File: src/rtl/disp_pkg.sv
// disp_pkg: shared constants for the scanned 7-segment display scheduler.
//   SEG_TABLE  : active-low segment patterns for hex digits 0..F (bit7 = DP, off)
//   SEG_BLANK  : pattern for a dark digit
//   AN_OFF     : all digit enables inactive
//   NUM_DIGITS : digits per display frame
//   NUM_SRC    : number of selectable 32-bit sources
package disp_pkg;

  localparam int NUM_DIGITS = 8;
  localparam int NUM_SRC    = 4;

  localparam logic [7:0] SEG_BLANK = 8'hFF;
  localparam logic [7:0] AN_OFF    = 8'hFF;

  // Index 0 is the rightmost entry: SEG_TABLE[4'h0] = 8'hC0.
  localparam logic [15:0][7:0] SEG_TABLE = {
    8'h8E, 8'h86, 8'hA1, 8'hC6, 8'h83, 8'h88, 8'h98, 8'h80,
    8'hF8, 8'h82, 8'h92, 8'h99, 8'hB0, 8'hA4, 8'hF9, 8'hC0
  };

endpackage

File: src/rtl/hex_seg_enc.sv
// hex_seg_enc: combinational hex nibble to active-low 7-segment pattern.
//   code_i : 4-bit hex digit
//   patt_o : 8-bit segment drive, active-low, bit7 (DP) always 1
module hex_seg_enc
  import disp_pkg::*;
(
  input  logic [3:0] code_i,
  output logic [7:0] patt_o
);

  assign patt_o = SEG_TABLE[code_i];

endmodule

File: src/rtl/disp_scan_sched.sv
// disp_scan_sched: frame-coherent scan scheduler for an 8-digit active-low
// 7-segment display shared between four 32-bit hex sources.
//   clk, rst  : system clock, asynchronous active-high reset
//   src_data  : four 32-bit sources, source i at [32*i+31:32*i]
//   src_valid : per-source capture strobe into the snapshot registers
//   auto_mode : 1 = rotate sources every ROTATE_FRAMES frames, 0 = use sel
//   sel       : manual source index
//   blank_en  : blank leading zero digits
//   an        : digit enables, active-low, at most one low
//   patt      : segment drive, active-low, bit7 = DP (always 1)
//   cur_src   : index of the source whose frame is being displayed
module disp_scan_sched
  import disp_pkg::*;
#(
  parameter int SCAN_DIV      = 100000,
  parameter int ROTATE_FRAMES = 512
) (
  input  logic         clk,
  input  logic         rst,
  input  logic [127:0] src_data,
  input  logic [3:0]   src_valid,
  input  logic         auto_mode,
  input  logic [1:0]   sel,
  input  logic         blank_en,
  output logic [7:0]   an,
  output logic [7:0]   patt,
  output logic [1:0]   cur_src
);

  localparam int PW = (SCAN_DIV > 1) ? $clog2(SCAN_DIV) : 1;
  localparam int FW = $clog2(ROTATE_FRAMES + 1);

  logic [PW-1:0] presc_q, presc_d;
  logic          tick;
  logic [2:0]    dig_q, dig_d;
  logic          frame_end;

  logic [NUM_SRC-1:0][31:0] snap_q;
  logic [31:0]   frame_q;
  logic [1:0]    cur_src_q, next_src;
  logic [FW-1:0] fcnt_q, fcnt_d;

  logic [2:0]    msd;
  logic [3:0]    cur_nib;
  logic [7:0]    enc_patt;
  logic          blank;
  logic [7:0]    an_q, patt_q;

  // ---------------- prescaler and digit sequencer ----------------
  assign tick      = (presc_q == PW'(SCAN_DIV - 1));
  assign frame_end = tick && (dig_q == 3'd7);

  always_comb begin
    presc_d = tick ? '0 : presc_q + PW'(1);
    dig_d   = tick ? dig_q + 3'd1 : dig_q;
  end

  // dig_q is the digit that will be driven at the next tick; it starts at 0
  // so the first visible digit after reset is digit 0.
  always_ff @(posedge clk or posedge rst) begin
    if (rst) begin
      presc_q <= '0;
      dig_q   <= '0;
    end else begin
      presc_q <= presc_d;
      dig_q   <= dig_d;
    end
  end

  // ---------------- source snapshots ----------------
  for (genvar i = 0; i < NUM_SRC; i++) begin : g_snap
    always_ff @(posedge clk or posedge rst) begin
      if (rst)               snap_q[i] <= '0;
      else if (src_valid[i]) snap_q[i] <= src_data[32*i +: 32];
    end
  end

  // ---------------- source arbitration ----------------
  always_comb begin
    next_src = cur_src_q;
    fcnt_d   = fcnt_q;
    if (!auto_mode) begin
      next_src = sel;
      fcnt_d   = '0;
    end else if (fcnt_q == FW'(ROTATE_FRAMES - 1)) begin
      next_src = cur_src_q + 2'd1;
      fcnt_d   = '0;
    end else begin
      fcnt_d   = fcnt_q + FW'(1);
    end
  end

  // Frame buffer and cur_src change only at a frame end, so a frame is never
  // torn. A snapshot written on the frame-end edge is read here as its old
  // value and appears one frame later.
  always_ff @(posedge clk or posedge rst) begin
    if (rst) begin
      frame_q   <= '0;
      cur_src_q <= '0;
    end else if (frame_end) begin
      frame_q   <= snap_q[next_src];
      cur_src_q <= next_src;
    end
  end

  // Counter is pinned at 0 while in manual so that auto restarts cleanly.
  always_ff @(posedge clk or posedge rst) begin
    if (rst)            fcnt_q <= '0;
    else if (!auto_mode) fcnt_q <= '0;
    else if (frame_end) fcnt_q <= fcnt_d;
  end

  // ---------------- leading-zero blanking ----------------
  always_comb begin
    msd = 3'd0;
    for (int n = 0; n < NUM_DIGITS; n++) begin
      if (frame_q[4*n +: 4] != 4'h0) msd = 3'(n);
    end
  end

  assign cur_nib = frame_q[4*dig_q +: 4];
  assign blank   = blank_en && (dig_q > msd);

  hex_seg_enc u_enc (
    .code_i (cur_nib),
    .patt_o (enc_patt)
  );

  // ---------------- registered outputs ----------------
  // an and patt load on the same edge from the same dig_q, so they always
  // refer to the same digit.
  always_ff @(posedge clk or posedge rst) begin
    if (rst) begin
      an_q   <= AN_OFF;
      patt_q <= SEG_BLANK;
    end else if (tick) begin
      an_q   <= ~(8'd1 << dig_q);
      patt_q <= blank ? SEG_BLANK : enc_patt;
    end
  end

  assign an      = an_q;
  assign patt    = patt_q;
  assign cur_src = cur_src_q;

endmodule

File: config.mk
export PLATFORM = sky130hd
export DESIGN_NAME = disp_scan_sched
export DESIGN_NICKNAME = d
export VERILOG_FILES = /design/src/rtl/disp_pkg.sv /design/src/rtl/hex_seg_enc.sv /design/src/rtl/disp_scan_sched.sv
export SDC_FILE = /design/constraint.sdc
export NUM_CORES = 1
export LEC_CHECK = 0
export BUFFER_PORTS_ARGS = -buffer_cell sky130_fd_sc_hd__buf_4
export CAP_MARGIN = 20
export CORE_MARGIN = 1.5
export CORE_UTILIZATION = 44
export DETAILED_ROUTE_END_ITERATION = 7
export PLACE_DENSITY = 0.66
export RECOVER_POWER = 50
export SYNTH_ARGS = -nofsm -noshare
export SYNTH_HDL_FRONTEND = slang
export SYNTH_SLANG_ARGS = --single-unit
File: constraint.sdc
create_clock -name clk -period 6 [get_ports clk]
set_input_delay 0.3 -clock clk [delete_from_list [all_inputs] [get_ports clk]]
set_output_delay 0.3 -clock clk [all_outputs]
set_load 0.005 [all_outputs]
==> results.toml <==
[outcome]
status = "complete, but fails checks"
violations = "max-capacitance violations, max-slew violations"

[yosys]
synth-seq-cells = 207
synthXorXnorAreaFrac_pct = 1.32
synth_compound_gate_area_share_pct = 17.8
synth_ff_type = "dfrtp_1"
synth_edf_count = 0
synth.distinct_cells = 53
synthMuxAreaShare_pct = 18.7
synth_nets = 1254
synth_warnings = 0
yosys.area_share.simple_pct = 9.81
avgSynthCellArea_sq_um = 10.3
ys_seq_area_share_pct = 46.0
synth_top_family_by_area = "multiplexers"
synth_cells = 1100
synth-adder-area-share_pct = 1.77
synthArstFlopShare_pct = 100
synth_area_sq_um = 11300

[critical_path]
crit_type = "reg -> reg"
crit_family = "compound AO/OA/AOI/OAI gates"
start_kind = "register"
worstPathCellList = "ha_1 > nand3_1 > o41a_1 > buf_4 > o2bb2ai_1 > buf_4 > a2111oi_0 > a211oi_1"
critPathMostFrequentCell = "buf_4"
path_max_fanout = 32
critPathMaxStageDelay_ns = 0.68
critPathSlowestCell = "a2111oi_0"
end_kind = "register"
arrival_ns = 3.77
critical_path_buf_inv_count = 2
critPathRequiredTime_ns = 6.38

[finish]
fillCellCount = 2150
drive_above_1_share_pct = 28.8
area_growth_syn_to_layout_pct = 26.2
postLayoutCoreUtil_pct = 56.6
final_common_cell = "dfrtp_1"
fin_cells = 1625
layout_common_cells = "192 x dfrtp_1, 134 x mux2_2, 120 x buf_4, 106 x nand2_1, 78 x o21ai_0"
diodes = 0
num-nets-final = 1432

[sta]
fin_crit_sh_pct = 56.4
timing.fmax_mhz = 296
rsz0062_at_grt = "false"
finalSetupTns_ns = 0
hold_viol_final = 0
fin_skew_ns = 0.0224
final-setup-viol-count = 0
drv_slew = 120
slew-limit-headroom_pct = -65.8
tightestPinTransition_ns = 2.47
layout_min_cycle_time_ns = 3.38
fin_hold_ws_ns = 0.00885

[job]
cap_violations = 2

[floorplanning]
coreArea_sq_um = 25200
rows = 58
num_io_pins = 156
die_y_um = 163
start_util_pct = 44.9
die_w_um = 163
fp.dieArea_sq_um = 26600

[clocking]
post_cts_resized = 0
post-cts-setup-buffers = 0
clock-sinks = 207
clk_path_buf_depth = 3
path_clk_slew_ns = 0.06
htreeDepth = 1
clockRootBuffer = "clkbuf_16"
cts_tree = "done"
cts_buffers = 24
clk_latency_ns = 0.53

[route]
vias = 9448
vias_per_cell = 5.81
drt_iter0_markers = 749
ant_nets = 0
wl_per_cell_um = 19.8
drt-pass1-iter-count = 5
drc = 0
wirelength_um = 32200

[placement]
dpl.hpwl_um = 21300
gp_congestion = 0.962
dp_cells = 1505
place.port_buffers = 154

[global_route]
grt_pass1_wl_um = 51500
grt_max_degree = 80
grt_pass1_vias = 9559
antenna_found_initial = 0
grt_use_total_pct = 24.5
grt_overflow = 0

[power_and_ir_drop]
totalPowerFinal_mw = 3.54
power_leakage_nw = 6.12
p_per_area_nw_per_um2 = 248
ir_worst_vdd_v = 0.000240

[hold_path]
hold_path.class = "in -> reg"
-- power breakdown --
group	internal [mW]	leakage [nW]	switching, mW
Clock	0.940	0.410	0.590
Combinational	0.231	3.21	0.195
Sequential	1.49	2.50	0.0877
-- metal layers --
| layer | track usage (%) | vias to the layer above | wire, um |
|---|---|---|---|
| met4 | 8.38 | 0 | 1140 |
| li1 | - | 4427 | - |
| met1 | 31.3 | 4677 | 13500 |
| met2 | 42.4 | 280 | 16200 |
| met3 | 3.35 | 64 | 1400 |
| met5 | 0 | - | 0 |
-- repair_timing --
action | 4_1_cts | 5_1_grt
endpoints found under the hold margin | 120 | 1
setup endpoints to repair | 0 | 0
hold buffers | 75 | 1
-- kinds of logic after synthesis --
family                     after synthesis
AOI/OAI and AO/OA                      303
adders and majority gates               16
other                                    1
and+or+nand+nor                        238
xor gates and xnor gates                17
buffers and inverters                  134
DFF                                    207
muxes                                  184
-- final cells by class --
class                           instances  area, sq um  area share (%)
Clock buffer                           35          702            4.92
Timing Repair Buffer                  245         2040            14.3
Tap cell                              330          413            2.90
Clock inverter                          8          130           0.913
Sequential cell                       207         5200            36.5
Inverter                               41          155            1.09
Multi-Input combinational cell        759         5620            39.4
-- stage by stage --
stage / cell area (sq um) / setup slack, ns
2_1_floorplan: 11300 / 0.0723
3_3_place_gp: 12700 / 2.69
3_5_place_dp: 12700 / 2.63
4_1_cts: 14200 / 2.63
5_1_grt: 14300 / 2.40
6_report: 14300 / 2.62
-- synth_stat cells (all sizes together) (3+ instances only) --
| library cell | n | area share (%) |
|---|---|---|
| or3 | 5 | 0.28 |
| a2111oi | 38 | 2.9 |
| a21oi | 63 | 2.8 |
| dfstp | 15 | 3.5 |
| a21boi | 23 | 1.5 |
| mux2 | 134 | 13 |
| dfrtp | 192 | 43 |
| nor2b | 3 | 0.17 |
| mux4 | 8 | 1.6 |
| xnor2 | 8 | 0.62 |
| nand4 | 5 | 0.28 |
| a211oi | 39 | 2.6 |
| xor2 | 9 | 0.70 |
| nand3 | 50 | 2.2 |
| ha | 16 | 1.8 |
| o21a | 4 | 0.27 |
| o21ai | 78 | 3.5 |
| a31oi | 9 | 0.50 |
| mux2i | 42 | 3.7 |
| nand2 | 106 | 3.5 |
| a221oi | 4 | 0.31 |
| buf | 17 | 0.70 |
| nor2 | 39 | 1.3 |
| o41ai | 24 | 1.9 |
| inv | 39 | 1.3 |
| or4 | 4 | 0.27 |
| clkbuf | 76 | 2.5 |
| nor3 | 4 | 0.18 |
| o31ai | 8 | 0.53 |
| nor4 | 9 | 0.76 |
| and3 | 5 | 0.28 |
-- registers in the layout, indices dropped and copies added (netlist names) --
name	flops
patt	7
snap_q	128
fcnt_q	10
dig_q	3
presc_q	17
an	8
cur_src	2
frame_q	32
-- final timing paths --
check / from / endpoint / slack, ns / depth (start not counted)
max in group asynchronous: rst / snap_q[57] / 3.12 / 5
max: fcnt_q[0] / frame_q[15] / 2.62 / 8
min in group asynchronous: rst / snap_q[109] / 1.03 / 3
max reg2reg: fcnt_q[0] / frame_q[15] / 2.62 / 8
min reg2reg: an[3] / an[3] / 0.47 / 2
min: src_data[64] / snap_q[64] / 0.009 / 2
Note: power is estimated with default switching activity, not from simulation.
